<file path="src/rtl/sm_arith_pkg.sv">
// Shared types and sign-magnitude helpers for the sequential multiplier.
// Widths depend on module parameters, so the helpers take them as arguments.
package sm_arith_pkg;

  typedef enum logic [1:0] {IDLE, CALC, ZERO, DONE} state_t;

  // Widest operand magnitude the field-extract helpers support.
  localparam int MAX_W = 64;

  function automatic int prd_w(input int mag_w);
    return 2 * mag_w + 1;
  endfunction

  function automatic int n_iter(input int mag_w, input int step);
    return mag_w / step;
  endfunction

  function automatic logic sm_sign(input logic [MAX_W:0] x, input int mag_w);
    return x[mag_w];
  endfunction

  function automatic logic [MAX_W-1:0] sm_mag(input logic [MAX_W:0] x, input int mag_w);
    logic [MAX_W-1:0] res;
    res = '0;
    for (int i = 0; i < MAX_W; i++)
      if (i < mag_w) res[i] = x[i];
    return res;
  endfunction

endpackage

</file>
<file path="src/rtl/sm_mult_step.sv">
// Combinational shift-add slice: retires STEP multiplier bits into the accumulator.
module sm_mult_step #(
  parameter int MAG_W = 8,
  parameter int STEP  = 1
) (
  input  logic [2*MAG_W-1:0] mcand,
  input  logic [STEP-1:0]    mplier_lo,
  input  logic [2*MAG_W-1:0] acc,
  output logic [2*MAG_W-1:0] acc_next
);

  always_comb begin
    acc_next = acc;
    for (int i = 0; i < STEP; i++)
      if (mplier_lo[i]) acc_next = acc_next + (mcand << i);
  end

endmodule

</file>
<file path="src/rtl/sm_mult_seq.sv">
// Sequential sign-magnitude multiplier with valid/ready on both sides.
// The magnitude is built by shift-add STEP bits per cycle; zero operands skip straight to the result.
module sm_mult_seq
  import sm_arith_pkg::*;
#(
  parameter int MAG_W = 8,
  parameter int STEP  = 1
) (
  input  logic                     clk,
  input  logic                     rst_n,
  input  logic                     in_valid,
  output logic                     in_ready,
  input  logic [MAG_W:0]           a,
  input  logic [MAG_W:0]           b,
  output logic                     out_valid,
  input  logic                     out_ready,
  output logic [prd_w(MAG_W)-1:0]  prdct,
  output logic                     busy
);

  localparam int PRD_W  = prd_w(MAG_W);
  localparam int N_ITER = n_iter(MAG_W, STEP);
  localparam int CNT_W  = (N_ITER > 1) ? $clog2(N_ITER) : 1;
  localparam logic [CNT_W-1:0] CNT_INIT = CNT_W'(N_ITER - 1);

  state_t             state;
  logic               sign_r;
  logic [2*MAG_W-1:0] mcand;
  logic [MAG_W-1:0]   mplier;
  logic [2*MAG_W-1:0] acc;
  logic [2*MAG_W-1:0] acc_next;
  logic [CNT_W-1:0]   cnt;

  logic [MAX_W-1:0] a_mag_full;
  logic [MAX_W-1:0] b_mag_full;
  logic [MAG_W-1:0] a_mag;
  logic [MAG_W-1:0] b_mag;
  logic             sign_in;
  logic             zero_in;
  logic             accept;
  logic             unused_bits;

  assign a_mag_full  = sm_mag((MAX_W+1)'(a), MAG_W);
  assign b_mag_full  = sm_mag((MAX_W+1)'(b), MAG_W);
  assign a_mag       = a_mag_full[MAG_W-1:0];
  assign b_mag       = b_mag_full[MAG_W-1:0];
  assign unused_bits = ^{a_mag_full[MAX_W-1:MAG_W], b_mag_full[MAX_W-1:MAG_W]};
  assign sign_in     = sm_sign((MAX_W+1)'(a), MAG_W) ^ sm_sign((MAX_W+1)'(b), MAG_W);
  assign zero_in     = (a_mag == '0) || (b_mag == '0);

  // DONE lets a new pair in on the same edge the result is taken.
  assign in_ready = (state == IDLE) || ((state == DONE) && out_ready);
  assign accept   = in_valid && in_ready;

  sm_mult_step #(
    .MAG_W(MAG_W),
    .STEP (STEP)
  ) u_step (
    .mcand    (mcand),
    .mplier_lo(mplier[STEP-1:0]),
    .acc      (acc),
    .acc_next (acc_next)
  );

  // An accept overrides the DONE hand-off below, so the result and a new load share one edge.
  always_ff @(posedge clk or negedge rst_n) begin
    if (!rst_n) begin
      state     <= IDLE;
      sign_r    <= 1'b0;
      mcand     <= '0;
      mplier    <= '0;
      acc       <= '0;
      cnt       <= '0;
      prdct     <= '0;
      out_valid <= 1'b0;
      busy      <= 1'b0;
    end else begin
      case (state)
        IDLE: ;
        CALC: begin
          acc    <= acc_next;
          mcand  <= mcand << STEP;
          mplier <= mplier >> STEP;
          cnt    <= cnt - CNT_W'(1);
          if (cnt == '0) begin
            prdct     <= {sign_r, acc_next};
            out_valid <= 1'b1;
            busy      <= 1'b0;
            state     <= DONE;
          end
        end
        ZERO: begin
          prdct     <= '0;
          out_valid <= 1'b1;
          state     <= DONE;
        end
        DONE: begin
          if (out_ready) begin
            out_valid <= 1'b0;
            state     <= IDLE;
          end
        end
        default: state <= IDLE;
      endcase

      if (accept) begin
        sign_r <= sign_in;
        mcand  <= {{MAG_W{1'b0}}, a_mag};
        mplier <= b_mag;
        acc    <= '0;
        cnt    <= CNT_INIT;
        busy   <= !zero_in;
        state  <= zero_in ? ZERO : CALC;
      end
    end
  end

endmodule

</file>
<file path="config.mk">
export PLATFORM = sky130hd
export DESIGN_NAME = sm_mult_seq
export DESIGN_NICKNAME = d
export VERILOG_FILES = /design/src/rtl/sm_arith_pkg.sv /design/src/rtl/sm_mult_step.sv /design/src/rtl/sm_mult_seq.sv
export SDC_FILE = /design/constraint.sdc
export NUM_CORES = 1
export LEC_CHECK = 0
export BUFFER_PORTS_ARGS = -buffer_cell sky130_fd_sc_hd__buf_2
export CAP_MARGIN = 20
export CORE_MARGIN = 5
export CORE_UTILIZATION = 55
export CTS_CLUSTER_SIZE = 12
export DETAILED_ROUTE_END_ITERATION = 16
export GPL_TIMING_DRIVEN = 1
export PLACE_DENSITY = 0.76
export SLEW_MARGIN = 10
export SYNTH_ARGS = -nofsm -noshare
export SYNTH_HDL_FRONTEND = slang
export SYNTH_SLANG_ARGS = --single-unit
</file>
<file path="constraint.sdc">
create_clock -name clk -period 2.98 [get_ports clk]
set_input_delay 0.149 -clock clk [delete_from_list [all_inputs] [get_ports clk]]
set_output_delay 0.149 -clock clk [all_outputs]
set_load 0.005 [all_outputs]
</file>
# Word-level counts from Yosys, hierarchy flattened
# Cells that the tools add are included.
classes:
  addsub: 2
  eq_ne: 7
  n_mux: 22
  bitwise_logic: 1
  n_reduce_logical: 18
op_table:
  columns: ["op", "count"]
  rows:
  - ["$mux W16", 5]
  - ["$pmux W17 S2", 1]
  - ["$mux W17", 1]
  - ["$add A16 B16 Y16", 1]
  - ["$logic_not A8 Y1", 2]
  - ["$mux W8", 2]
  - ["$mux W2", 4]
  - ["$mux W3", 2]
  - ["$ne A3 B3 Y1 const B", 2]
  - ["$pmux W2 S3", 1]
  - ["$reduce_and A3 Y1", 2]
  - ["$reduce_bool A2 Y1", 3]
  - ["$mux W1", 5]
  - ["$eq A2 B2 Y1 const B", 2]
  - ["$ne A2 B2 Y1 const B", 2]
  - ["$reduce_and A2 Y1", 2]
  - ["$reduce_bool A4 Y1", 1]
  - ["$logic_not A3 Y1", 1]
  - ["$pmux W1 S3", 1]
  - ["$reduce_bool A3 Y1", 1]
  - ["$sub A3 B1 Y3 const B", 1]
  - ["$eq A2 B1 Y1 const B", 1]
  - ["$logic_and A1 B1 Y1", 2]
  - ["$logic_not A2 Y1", 1]
  - ["other kinds (3)", 4]
totals:
  reg_bits: 65
  input_bits: 22
  output_inout_bits: 20
  word_cells: 59

# Logic depth before layout (Yosys ltp)
# Gate-level depths: netlist of the first run.
depth:
  ltp_word: 6
  mapped_depth: 10

# Hierarchy
# Synthesis of the first run repeated with hierarchy kept, for this count alone.
hier_totals:
  hier_cells: 389
  area_unflattened_um2: 3744.8
modules_own_cells:
  columns: ["module", "instances", "cells_per_inst", "area_each_um2"]
  rows:
  - ["sm_mult_seq", 1, 256, 2758.9]
  - ["sm_mult_step", 1, 133, 985.9]

# Worst setup path before layout of the first run
# No wires, ideal clock.
synth_path:
  path_kind: "reg-to-reg"
  from: "reg mcand[0]"
  to: "reg prdct[12]"
  arrival_time_ns: 2.255
  slack_ns: 0.595
  stages_incl_launch_ff: 11
  path_buffers: 0
  path_cell_list: "dfrtp_1 -> ha_1 -> fa_1 -> a211oi_1 -> o21bai_2 -> a21oi_2 -> o21a_1 -> o21ai_0 -> a21o_1 -> xnor2_1 -> o21ai_0"
synth_between:
  elab_chain_cells: 4
synth_lines:
  columns: ["item", "line_no", "text"]
  rows:
  - ["start, declared", "sm_mult_seq.sv:28", "logic [2*MAG_W-1:0] mcand;"]
  - ["start signal, assigned", "sm_mult_seq.sv:82", "mcand <= mcand << STEP;"]
  - ["start signal, assigned", "sm_mult_seq.sv:108", "mcand <= {{MAG_W{1'b0}}, a_mag};"]
  - ["$add A16 B16 Y16", "sm_mult_step.sv:15", "if (mplier_lo[i]) acc_next = acc_next + (mcand << i);"]
  - ["$mux W16", "sm_mult_step.sv:15", null]
  - ["$mux W17", "sm_mult_seq.sv:85", "if (cnt == '0) begin"]
  - ["$pmux W17 S2", "sm_mult_seq.sv:78", "case (state)"]
  - ["end signal, assigned", "sm_mult_seq.sv:86", "prdct <= {sign_r, acc_next};"]
  - ["end, declared", "sm_mult_seq.sv:17", "output logic [prd_w(MAG_W)-1:0] prdct,"]
# Every way passes these cells. The select of a mux whose other input is x is not followed.
# A chain may end at the register's enable or synchronous reset.

# Worst setup path in the final report of the first run
layout_path:
  from: "reg mcand[0]"
  to: "reg acc[12]"
layout_between:
  elab_chain_cells: 4
layout_lines:
  columns: ["item", "line_no", "text"]
  rows:
  - ["$add A16 B16 Y16", "sm_mult_step.sv:15", null]
  - ["$mux W16", "sm_mult_step.sv:15", null]
  - ["$mux W16", "sm_mult_seq.sv:78", null]
  - ["$mux W16", "sm_mult_seq.sv:106", "if (accept) begin"]
  - ["end signal, assigned", "sm_mult_seq.sv:81", "acc <= acc_next;"]
  - ["end, declared", "sm_mult_seq.sv:30", "logic [2*MAG_W-1:0] acc;"]
# Every way passes these cells. The select of a mux whose other input is x is not followed.

==> impl_results.html, run 1 <==
<table>
<tr><th>Metric</th><th>Value</th></tr>
<tr><th colspan="2">Critical path</th></tr>
<tr><td>Worst setup path class</td><td>reg -&gt; reg</td></tr>
<tr><td>Cell depth of the worst setup path</td><td>10</td></tr>
<tr><td>FF-to-FF Start</td><td>mcand[0]$_DFFE_PN0P_</td></tr>
<tr><td>Critical path data arrival time</td><td>a little under 3 ns</td></tr>
<tr><td>Data required, critical path</td><td>about 3.2 ns</td></tr>
<tr><td>Crit path from</td><td>mcand[0]$_DFFE_PN0P_</td></tr>
<tr><td>Count of buffer and inverter cells on the critical path</td><td>0</td></tr>
<tr><td>Element type at the critical path start</td><td>flop</td></tr>
<tr><td>Largest delay contributor family on the critical path</td><td>compound AO/OA/AOI/OAI gates</td></tr>
<tr><td>Top cell by count, worst path</td><td>sky130_fd_sc_hd__o21ai_0</td></tr>
<tr><td>Biggest fanout along the worst timing path</td><td>3</td></tr>
<tr><td>Crit path largest cell delay</td><td>~0.45 ns</td></tr>
<tr><td>Register-to-Register Path Depth</td><td>10</td></tr>
<tr><td>Capturing element type of the critical path</td><td>flop</td></tr>
<tr><td>Slowest CP cell</td><td>sky130_fd_sc_hd__fa_1</td></tr>
<tr><td>Cell-by-cell listing of the critical path</td><td>ha_1 &gt; fa_1 &gt; a211oi_1 &gt; o21bai_2 &gt; a21oi_2 &gt; o21a_1 &gt; o21ai_0 &gt; a21o_1 &gt; xnor2_1 &gt; o21ai_0</td></tr>
<tr><th colspan="2">Global route</th></tr>
<tr><td>Global-route wire length before repair</td><td>between 10000 and 15000 um</td></tr>
<tr><td>Maximum number of pins on one net before global-route repair</td><td>30</td></tr>
<tr><td>Antenna violations before repair</td><td>0</td></tr>
<tr><td>Via count of the first global-routing pass</td><td>a little under 3000</td></tr>
<tr><td>GR Overflow Total</td><td>0</td></tr>
<tr><td>GRT Util Overall</td><td>22.4%</td></tr>
<tr><th colspan="2">Job</th></tr>
<tr><td>Reported max-cap violation count</td><td>0</td></tr>
<tr><th colspan="2">Clocking</th></tr>
<tr><td>Number of buffers created by CTS</td><td>9</td></tr>
<tr><td>Clock net sink count</td><td>65</td></tr>
<tr><td>Max Buffers Root-to-Sink</td><td>2</td></tr>
<tr><td>Post-CTS Resized</td><td>0</td></tr>
<tr><td>Clock-pin slew of the registers on the worst-case setup and hold paths</td><td>approximately 0.07 ns</td></tr>
<tr><td>Later-pin clock latency in the skew report</td><td>between 0.3 and 0.4 ns</td></tr>
<tr><td>Clock tree root driver cell</td><td>sky130_fd_sc_hd__clkbuf_8</td></tr>
<tr><td>Clock tree from TritonCTS</td><td>yes</td></tr>
<tr><td>H-tree Lvls</td><td>3</td></tr>
<tr><th colspan="2">Timing</th></tr>
<tr><td>Final Cycle Share</td><td>between 90% and 100%</td></tr>
<tr><td>Final setup fails</td><td>0</td></tr>
<tr><td>Highest clock frequency the design can meet</td><td>370 MHz</td></tr>
<tr><td>Worst-margin pin slew</td><td>~0.74 ns</td></tr>
<tr><td>Fin crit period</td><td>2.70 ns</td></tr>
<tr><td>Worst hold-check slack</td><td>between 0.015 and 0.02 ns</td></tr>
<tr><td>Final worst-path setup slack</td><td>approximately 0.28 ns</td></tr>
<tr><td>Number of max-slew violations in the final report</td><td>0</td></tr>
<tr><td>Worst rel slew slack</td><td>50.3%</td></tr>
<tr><td>Setup repair after global routing missed its margin</td><td>no</td></tr>
<tr><td>Final setup TNS</td><td>0 ns</td></tr>
<tr><td>Final Hold Fails</td><td>0</td></tr>
<tr><td>Clock skew</td><td>between 0.005 and 0.006 ns</td></tr>
<tr><th colspan="2">Logic synthesis</th></tr>
<tr><td>Most used DFF post-synth</td><td>sky130_fd_sc_hd__dfrtp_1</td></tr>
<tr><td>Synthesized-area fraction occupied by xor and xnor cells</td><td>~3.3%</td></tr>
<tr><td>Commonest cells in the netlist</td><td>79 x sky130_fd_sc_hd__nand2_1, 65 x sky130_fd_sc_hd__dfrtp_1, 49 x sky130_fd_sc_hd__o21ai_0</td></tr>
<tr><td>Count of warnings emitted by yosys</td><td>0</td></tr>
<tr><td>Yosys top cell by area</td><td>sky130_fd_sc_hd__dfrtp_1</td></tr>
<tr><td>Most area-consuming cells after synthesis</td><td>sky130_fd_sc_hd__dfrtp_1 48%, sky130_fd_sc_hd__nand2_1 8.7%, sky130_fd_sc_hd__o21ai_0 7.2%</td></tr>
<tr><td>Average cell area after synthesis</td><td>9.17 sq um</td></tr>
<tr><td>Share of synthesized cell area in full adder, half adder and majority cells</td><td>6.82%</td></tr>
<tr><td>Proportion of register bits with asynchronous set or reset after synthesis</td><td>100%</td></tr>
<tr><td>Main combinational cell family by area after synthesis</td><td>compound AO/OA/AOI/OAI gates</td></tr>
<tr><td>Area fraction in compound gates after synthesis</td><td>between 20% and 30%</td></tr>
<tr><td>Count of state elements after synthesis</td><td>65</td></tr>
<tr><td>Gate count of the mapped netlist</td><td>372</td></tr>
<tr><td>Number of unique standard cell types used by synthesis</td><td>around 40</td></tr>
<tr><td>Cell with the most instances after synthesis</td><td>sky130_fd_sc_hd__nand2_1</td></tr>
<tr><td>Number of synthesized flops with an enable pin</td><td>0</td></tr>
<tr><td>Mux cell area share after synthesis</td><td>under 10%</td></tr>
<tr><td>Post-synthesis net count</td><td>between 400 and 500</td></tr>
<tr><td>Synth top area share</td><td>47.7%</td></tr>
<tr><td>Seq/Total Area, Yosys</td><td>a little under half</td></tr>
<tr><td>Cell area after synthesis</td><td>about 0.0034 sq mm</td></tr>
<tr><td>Simple-gate share of the synthesized area</td><td>about 16%</td></tr>
<tr><th colspan="2">Finish</th></tr>
<tr><td>Area Overhead vs Synth</td><td>14.3%</td></tr>
<tr><td>Final nets</td><td>between 400 and 500</td></tr>
<tr><td>Filler cell count</td><td>about 510</td></tr>
<tr><td>Share of layout cells above drive strength 1</td><td>roughly 17%</td></tr>
<tr><td>Final instance area</td><td>slightly below 0.004 sq mm</td></tr>
<tr><td>Number of cells in the finished layout apart from fillers</td><td>around 500</td></tr>
<tr><td>Antenna diode instance count</td><td>0</td></tr>
<tr><th colspan="2">Power and ir drop</th></tr>
<tr><td>VDD IR-drop max</td><td>approximately 0.00057 V</td></tr>
<tr><td>Part of the total power dissipated in combinational logic</td><td>between 40% and 50%</td></tr>
<tr><td>Reported leakage power</td><td>between 1.5 and 2 nW</td></tr>
<tr><td>Clock share of power</td><td>17.0%</td></tr>
<tr><td>Sw Ratio</td><td>between 40% and 50%</td></tr>
<tr><td>Sequential Power Share</td><td>37.0%</td></tr>
<tr><td>Switching power summed over all nets</td><td>around 1.7 mW</td></tr>
<tr><td>P_int</td><td>2.36 mW</td></tr>
<tr><td>Total power per unit cell area</td><td>about 1000 mW/mm^2</td></tr>
<tr><th colspan="2">Route</th></tr>
<tr><td>DRC violation count after routing</td><td>0</td></tr>
<tr><td>1st-iter DRT viols</td><td>~170</td></tr>
<tr><td>Vias per inst</td><td>between 5 and 6</td></tr>
<tr><td>Vias after detailed routing</td><td>between 2000 and 3000</td></tr>
<tr><td>Number of nets with antenna violations after detailed routing</td><td>0</td></tr>
<tr><td>Initial DRT Pass Iterations</td><td>5</td></tr>
<tr><td>Wire length per cell after detailed routing</td><td>16.1 um</td></tr>
<tr><td>Total Wirelength</td><td>approximately 8000 um</td></tr>
<tr><th colspan="2">Place</th></tr>
<tr><td>Final estimated routing congestion in global placement</td><td>0.850</td></tr>
<tr><td>Count of input and output buffers</td><td>41</td></tr>
<tr><td>Pre-CTS worst setup slack</td><td>between 0.3 and 0.4 ns</td></tr>
<tr><td>Number of cells after detailed placement</td><td>479</td></tr>
<tr><td>Post-DP Area</td><td>around 0.0037 sq mm</td></tr>
<tr><td>Post-detail-place hpwl</td><td>between 5000 and 6000 um</td></tr>
<tr><th colspan="2">Floorplan</th></tr>
<tr><td>Core area</td><td>between 0.005 and 0.006 sq mm</td></tr>
<tr><td>Die span in x</td><td>about 89 um</td></tr>
<tr><td>Die footprint</td><td>around 0.008 sq mm</td></tr>
<tr><td>Initial core utilization</td><td>56.9%</td></tr>
<tr><td>Boundary pin count</td><td>42</td></tr>
<tr><td>Std-Cell Rows</td><td>28</td></tr>
<tr><td>Vertical extent of the die</td><td>~89 um</td></tr>
<tr><th colspan="2">Min path</th></tr>
<tr><td>Startpoint of the lowest-slack hold path</td><td>a[0]</td></tr>
<tr><td>Hold path cells</td><td>3</td></tr>
<tr><td>Path class of the lowest-slack min-delay path</td><td>in -&gt; reg</td></tr>
<tr><th colspan="2">Run status</th></tr>
<tr><td>Run status</td><td>complete, no violations</td></tr>
</table>
final timing paths:
kind,end,slack [ns]
worst min register to register,cnt[0]$_DFFE_PN0P_,0.48
max in group asynchronous,mcand[15]$_DFFE_PN0P_,1.96
worst max register to register,acc[12]$_DFFE_PN0P_,0.28
worst min-delay path,mcand[0]$_DFFE_PN0P_,0.02
min in group asynchronous,mcand[11]$_DFFE_PN0P_,0.29
worst max-delay path,acc[12]$_DFFE_PN0P_,0.28
placed cells by master, fill, tap and decap left out, types with 2 or more instances in the layout:
master	instances
sky130_fd_sc_hd__a22oi_1	14
sky130_fd_sc_hd__nand3_1	22
sky130_fd_sc_hd__ha_1	17
sky130_fd_sc_hd__a32oi_1	3
sky130_fd_sc_hd__a211oi_1	6
sky130_fd_sc_hd__buf_4	9
sky130_fd_sc_hd__nor2_1	11
sky130_fd_sc_hd__a22o_1	5
sky130_fd_sc_hd__o21ai_2	2
sky130_fd_sc_hd__nand2b_1	3
sky130_fd_sc_hd__o21ai_0	49
sky130_fd_sc_hd__nor4_1	4
sky130_fd_sc_hd__xnor2_1	9
sky130_fd_sc_hd__o21a_1	2
sky130_fd_sc_hd__nand2_1	79
sky130_fd_sc_hd__clkbuf_8	12
sky130_fd_sc_hd__nor3_1	3
sky130_fd_sc_hd__a21oi_2	2
sky130_fd_sc_hd__buf_2	41
sky130_fd_sc_hd__and2_1	2
sky130_fd_sc_hd__mux2i_1	7
sky130_fd_sc_hd__a21o_1	7
sky130_fd_sc_hd__a31oi_1	2
sky130_fd_sc_hd__xor2_1	4
sky130_fd_sc_hd__dfrtp_1	65
sky130_fd_sc_hd__a21oi_1	12
sky130_fd_sc_hd__inv_1	8
metrics by stage:
step	util [%]	total power, mW
after floorplan	-	2.83
after global placement	61.9	3.32
after detailed placement	61.9	3.40
after CTS	65.1	4.10
after global routing	65.1	4.47
final	65.1	4.09
cell type report:
type	instances	area (sq um)	share of cell area, %
well taps	75	93.8	2.41
multi-input cells	280	1680	43.1
repair buffers	51	283	7.25
inverters	9	33.8	0.866
flip-flops and latches	65	1630	41.7
clock inverters	2	12.5	0.321
clock buffers	13	169	4.33
sequential cells by signal, indices dropped and copies added, names as in the netlist:
signal	flops
acc	16
busy	1
cnt	3
mcand	16
mplier	8
out_valid	1
prdct	17
sign_r	1
state	2
cells by family (layout without fill, tap and decap cells):
group | after synthesis | after routing
buf+inv | 27 | 75
flops | 65 | 65
xor+xnor | 13 | 13
fa+ha+maj | 18 | 18
mux | 7 | 7
simple gates | 130 | 130
compound gates | 112 | 112
metal layers:
| layer | part of all wire [%] | GRT usage, % | vias to the layer above | routed length [um] |
|---|---|---|---|---|
| met5 | 0 | 0 | - | 0 |
| met4 | 1.7 | 8.38 | 0 | 132 |
| met3 | 6.1 | 4.19 | 14 | 488 |
| met2 | 47 | 36.4 | 77 | 3780 |
| met1 | 45 | 29.9 | 1429 | 3560 |
| li1 | - | - | 1411 | - |
tightest hold or removal path, cell delays in order:
cell,delay [ns]
sky130_fd_sc_hd__buf_2,0.09
sky130_fd_sc_hd__nand2_1,0.04
sky130_fd_sc_hd__nand2_1,0.04
what timing repair did:
action                                 CTS  global route
endpoints found under the hold margin   18             0
hold buffers                             1             0
buffers inserted                         0             0
power groups by stage:
stage,Sequential [mW],Clock [mW],Combinational (mW)
floorplan,1.43,0,1.40
global placement,1.51,0,1.81
detailed placement,1.53,0,1.87
CTS,1.51,0.706,1.88
global route,1.56,0.754,2.15
finish,1.51,0.695,1.88
(Power assumes the default switching activity.)
==> run 2, diff against run 1 <==
ABC_AREA = 1   (was not set)
==> impl_results.html, run 2 <==
<table>
<tr><th>Metric</th><th>Value</th></tr>
<tr><th colspan="2">Run status</th></tr>
<tr><td>Run status</td><td>complete, no violations</td></tr>
<tr><th colspan="2">Min path</th></tr>
<tr><td>Path class of the lowest-slack min-delay path</td><td>in -&gt; reg</td></tr>
<tr><th colspan="2">Global route</th></tr>
<tr><td>GRT Util Overall</td><td>between 20% and 30%</td></tr>
<tr><td>Global-route wire length before repair</td><td>roughly 15000 um</td></tr>
<tr><td>Antenna violations before repair</td><td>0</td></tr>
<tr><td>Maximum number of pins on one net before global-route repair</td><td>42</td></tr>
<tr><td>GR Overflow Total</td><td>0</td></tr>
<tr><td>Via count of the first global-routing pass</td><td>approximately 3300</td></tr>
<tr><th colspan="2">Finish</th></tr>
<tr><td>Filler cell count</td><td>~600</td></tr>
<tr><td>Most flop-heavy register</td><td>prdct</td></tr>
<tr><td>Max reg flops</td><td>17</td></tr>
<tr><td>Commonest cells after routing, fill and taps aside</td><td>165 x sky130_fd_sc_hd__nand2_1, 66 x sky130_fd_sc_hd__inv_1, 65 x sky130_fd_sc_hd__dfrtp_1</td></tr>
<tr><td>Antenna diode instance count</td><td>0</td></tr>
<tr><td>Final nets</td><td>between 500 and 600</td></tr>
<tr><td>Most common cell after layout, fill and taps aside</td><td>sky130_fd_sc_hd__nand2_1</td></tr>
<tr><td>Largest registers</td><td>prdct: 17 flops, acc: 16 flops, mcand: 16 flops</td></tr>
<tr><td>Share of layout cells above drive strength 1</td><td>14.8%</td></tr>
<tr><td>Area Overhead vs Synth</td><td>13.5%</td></tr>
<tr><th colspan="2">Place</th></tr>
<tr><td>Post-detail-place hpwl</td><td>6410 um</td></tr>
<tr><td>Pre-CTS worst setup slack</td><td>approximately 0.91 ns</td></tr>
<tr><td>Final estimated routing congestion in global placement</td><td>approximately 0.99</td></tr>
<tr><td>Count of input and output buffers</td><td>41</td></tr>
<tr><th colspan="2">Floorplan</th></tr>
<tr><td>Std-Cell Rows</td><td>30</td></tr>
<tr><td>Die footprint</td><td>between 0.008 and 0.009 sq mm</td></tr>
<tr><td>Die span in x</td><td>approximately 90 um</td></tr>
<tr><td>Vertical extent of the die</td><td>about 92 um</td></tr>
<tr><td>Boundary pin count</td><td>42</td></tr>
<tr><td>Core area</td><td>0.00668 sq mm</td></tr>
<tr><td>Initial core utilization</td><td>approximately 56%</td></tr>
<tr><th colspan="2">Logic synthesis</th></tr>
<tr><td>Count of warnings emitted by yosys</td><td>0</td></tr>
<tr><td>Average cell area after synthesis</td><td>approximately 7.7 sq um</td></tr>
<tr><td>Gate count of the mapped netlist</td><td>roughly 490</td></tr>
<tr><td>Yosys top cell by area</td><td>sky130_fd_sc_hd__dfrtp_1</td></tr>
<tr><td>Post-synthesis net count</td><td>about 530</td></tr>
<tr><td>Proportion of register bits with asynchronous set or reset after synthesis</td><td>100%</td></tr>
<tr><td>Cell area after synthesis</td><td>0.00372 sq mm</td></tr>
<tr><td>Number of synthesized flops with an enable pin</td><td>0</td></tr>
<tr><td>Cell with the most instances after synthesis</td><td>sky130_fd_sc_hd__nand2_1</td></tr>
<tr><td>Synth top area share</td><td>between 40% and 50%</td></tr>
<tr><td>Number of unique standard cell types used by synthesis</td><td>38</td></tr>
<tr><td>Seq/Total Area, Yosys</td><td>43.8%</td></tr>
<tr><td>Most area-consuming cells after synthesis</td><td>sky130_fd_sc_hd__dfrtp_1 44%, sky130_fd_sc_hd__nand2_1 17%, sky130_fd_sc_hd__inv_1 6.7%</td></tr>
<tr><td>Count of state elements after synthesis</td><td>65</td></tr>
<tr><td>Commonest cells in the netlist</td><td>165 x sky130_fd_sc_hd__nand2_1, 66 x sky130_fd_sc_hd__inv_1, 65 x sky130_fd_sc_hd__dfrtp_1</td></tr>
<tr><td>Most used DFF post-synth</td><td>sky130_fd_sc_hd__dfrtp_1</td></tr>
<tr><th colspan="2">Route</th></tr>
<tr><td>Wire length per cell after detailed routing</td><td>around 14 um</td></tr>
<tr><td>1st-iter DRT viols</td><td>132</td></tr>
<tr><td>Number of nets with antenna violations after detailed routing</td><td>0</td></tr>
<tr><td>Total Wirelength</td><td>~9000 um</td></tr>
<tr><td>Vias after detailed routing</td><td>approximately 3300</td></tr>
<tr><td>Initial DRT Pass Iterations</td><td>4</td></tr>
<tr><td>DRC violation count after routing</td><td>0</td></tr>
<tr><td>Vias per inst</td><td>5.41</td></tr>
<tr><th colspan="2">Critical path</th></tr>
<tr><td>Critical path data arrival time</td><td>around 2.3 ns</td></tr>
<tr><td>Element type at the critical path start</td><td>flop</td></tr>
<tr><td>Largest delay contributor family on the critical path</td><td>buffers and inverters</td></tr>
<tr><td>Top cell by count, worst path</td><td>sky130_fd_sc_hd__inv_2</td></tr>
<tr><td>Data required, critical path</td><td>roughly 3.2 ns</td></tr>
<tr><td>Count of buffer and inverter cells on the critical path</td><td>3</td></tr>
<tr><td>Worst setup path class</td><td>reg -&gt; reg</td></tr>
<tr><td>Cell-by-cell listing of the critical path</td><td>inv_2 &gt; nand2_2 &gt; inv_2 &gt; nand2_4 &gt; o21ai_2 &gt; inv_2 &gt; a32o_1</td></tr>
<tr><td>Biggest fanout along the worst timing path</td><td>25</td></tr>
<tr><td>Slowest CP cell</td><td>sky130_fd_sc_hd__inv_2</td></tr>
<tr><td>Capturing element type of the critical path</td><td>flop</td></tr>
<tr><td>Crit path largest cell delay</td><td>0.45 ns</td></tr>
<tr><th colspan="2">Clocking</th></tr>
<tr><td>Number of buffers added for setup after CTS</td><td>0</td></tr>
<tr><td>Hold-fix buffer count after cts</td><td>1</td></tr>
<tr><td>Post-CTS Resized</td><td>0</td></tr>
<tr><td>Clock net sink count</td><td>65</td></tr>
<tr><td>Number of buffers created by CTS</td><td>9</td></tr>
<tr><td>Clock tree from TritonCTS</td><td>yes</td></tr>
<tr><td>Clock-pin slew of the registers on the worst-case setup and hold paths</td><td>0.08 ns</td></tr>
<tr><td>H-tree Lvls</td><td>3</td></tr>
<tr><td>Clock tree root driver cell</td><td>sky130_fd_sc_hd__clkbuf_8</td></tr>
<tr><td>Max Buffers Root-to-Sink</td><td>2</td></tr>
<tr><td>Later-pin clock latency in the skew report</td><td>approximately 0.34 ns</td></tr>
<tr><th colspan="2">Timing</th></tr>
<tr><td>Fin crit period</td><td>approximately 2.1 ns</td></tr>
<tr><td>Final worst-path setup slack</td><td>~0.89 ns</td></tr>
<tr><td>Worst rel slew slack</td><td>a little over a third</td></tr>
<tr><td>Worst-margin pin slew</td><td>between 0.9 and 1 ns</td></tr>
<tr><td>Final Hold Fails</td><td>0</td></tr>
<tr><td>Setup repair after global routing missed its margin</td><td>no</td></tr>
<tr><td>Final setup TNS</td><td>0 ns</td></tr>
<tr><td>Clock skew</td><td>0.0137 ns</td></tr>
<tr><td>Final Cycle Share</td><td>70.0%</td></tr>
<tr><td>Number of max-slew violations in the final report</td><td>0</td></tr>
<tr><td>Highest clock frequency the design can meet</td><td>479 MHz</td></tr>
<tr><td>Final setup fails</td><td>0</td></tr>
<tr><th colspan="2">Job</th></tr>
<tr><td>Reported max-cap violation count</td><td>0</td></tr>
<tr><th colspan="2">Power and ir drop</th></tr>
<tr><td>Total power per unit cell area</td><td>between 1000 and 1500 mW/mm^2</td></tr>
<tr><td>Reported leakage power</td><td>roughly 2.3 nW</td></tr>
<tr><td>VDD IR-drop max</td><td>about 0.00059 V</td></tr>
</table>
==> run 2: cell count changes after synthesis, moves of 10 or more <==
cell	before	now
sky130_fd_sc_hd__clkbuf_1	14	4
sky130_fd_sc_hd__a22oi_1	14	2
sky130_fd_sc_hd__nand3_1	22	48
sky130_fd_sc_hd__o22ai_1	1	11
sky130_fd_sc_hd__inv_1	8	66
sky130_fd_sc_hd__nand2_1	79	165
sky130_fd_sc_hd__o21ai_0	49	18
==> run 2: layout make-up <==
| type | instances | area (sq um) | area share, % |
|---|---|---|---|
| clock buffer | 10 | 138 | 3.26 |
| clock inverter | 6 | 113 | 2.67 |
| inverter | 72 | 270 | 6.41 |
| multi-input combinational | 335 | 1740 | 41.3 |
| sequential | 65 | 1630 | 38.6 |
| tap | 80 | 100 | 2.37 |
| timing repair buffer | 44 | 230 | 5.46 |
==> run 2: cells by family (layout without fill, tap and decap cells) <==
group / after synthesis / after routing / share of synthesized area (%)
AOI/OAI and AO/OA: 59 / 59 / 9.96
xor gates and xnor gates: 7 / 7 / 1.65
adders and majority gates: 18 / 18 / 6.26
buffers and inverters: 85 / 132 / 9.42
DFF: 65 / 65 / 43.8
and+or+nand+nor: 251 / 251 / 28.9
==> run 2: worst paths after layout <==
kind / start / endpoint / slack [ns] / cells after the start
max: state[1]$_DFFE_PN0P_ / prdct[16]$_DFFE_PN0P_ / 0.89 / 7
min: a[6] / mcand[6]$_DFFE_PN0P_ / 0.04 / 3
max reg2reg: state[1]$_DFFE_PN0P_ / prdct[16]$_DFFE_PN0P_ / 0.89 / 7
min reg2reg: prdct[11]$_DFFE_PN0P_ / prdct[11]$_DFFE_PN0P_ / 0.48 / 2
max in group asynchronous: rst_n / mcand[9]$_DFFE_PN0P_ / 1.73 / 3
min in group asynchronous: rst_n / prdct[10]$_DFFE_PN0P_ / 0.50 / 2
==> run 2: per-stage QoR <==
stage	hold WS (ns)	cell area (sq um)	cells	utilization, %	total power [mW]
floorplan	-0.147	3720	485	-	3.35
global placement	0.345	3960	595	59.2	3.86
detailed placement	0.351	3960	595	59.2	3.94
CTS	0.0257	4220	612	63.1	4.89
global route	0.0473	4220	612	63.1	5.33
finish	0.0412	4220	612	63.1	4.89
==> run 2: tightest hold or removal path: cells and delay by family <==
kind	cells	cell delay [ns]
and+or+nand+nor	1	0.05
AOI/OAI and AO/OA	1	0.06
buffers and inverters	1	0.09
==> run 2: power breakdown <==
group | total, mW | switching [mW] | internal (mW)
combinational | 2.40 | 1.52 | 0.884
clock | 0.932 | 0.351 | 0.581
sequential | 1.56 | 0.297 | 1.26
total | 4.89 | 2.17 | 2.73
==> run 2: routing by layer <==
layer,track usage [%],part of all wire [%],vias up
met3,4.10,5.3,20
met2,35.5,47,95
met4,9.53,2.7,0
li1,-,-,1653
met5,0,0,-
met1,29.6,45,1545
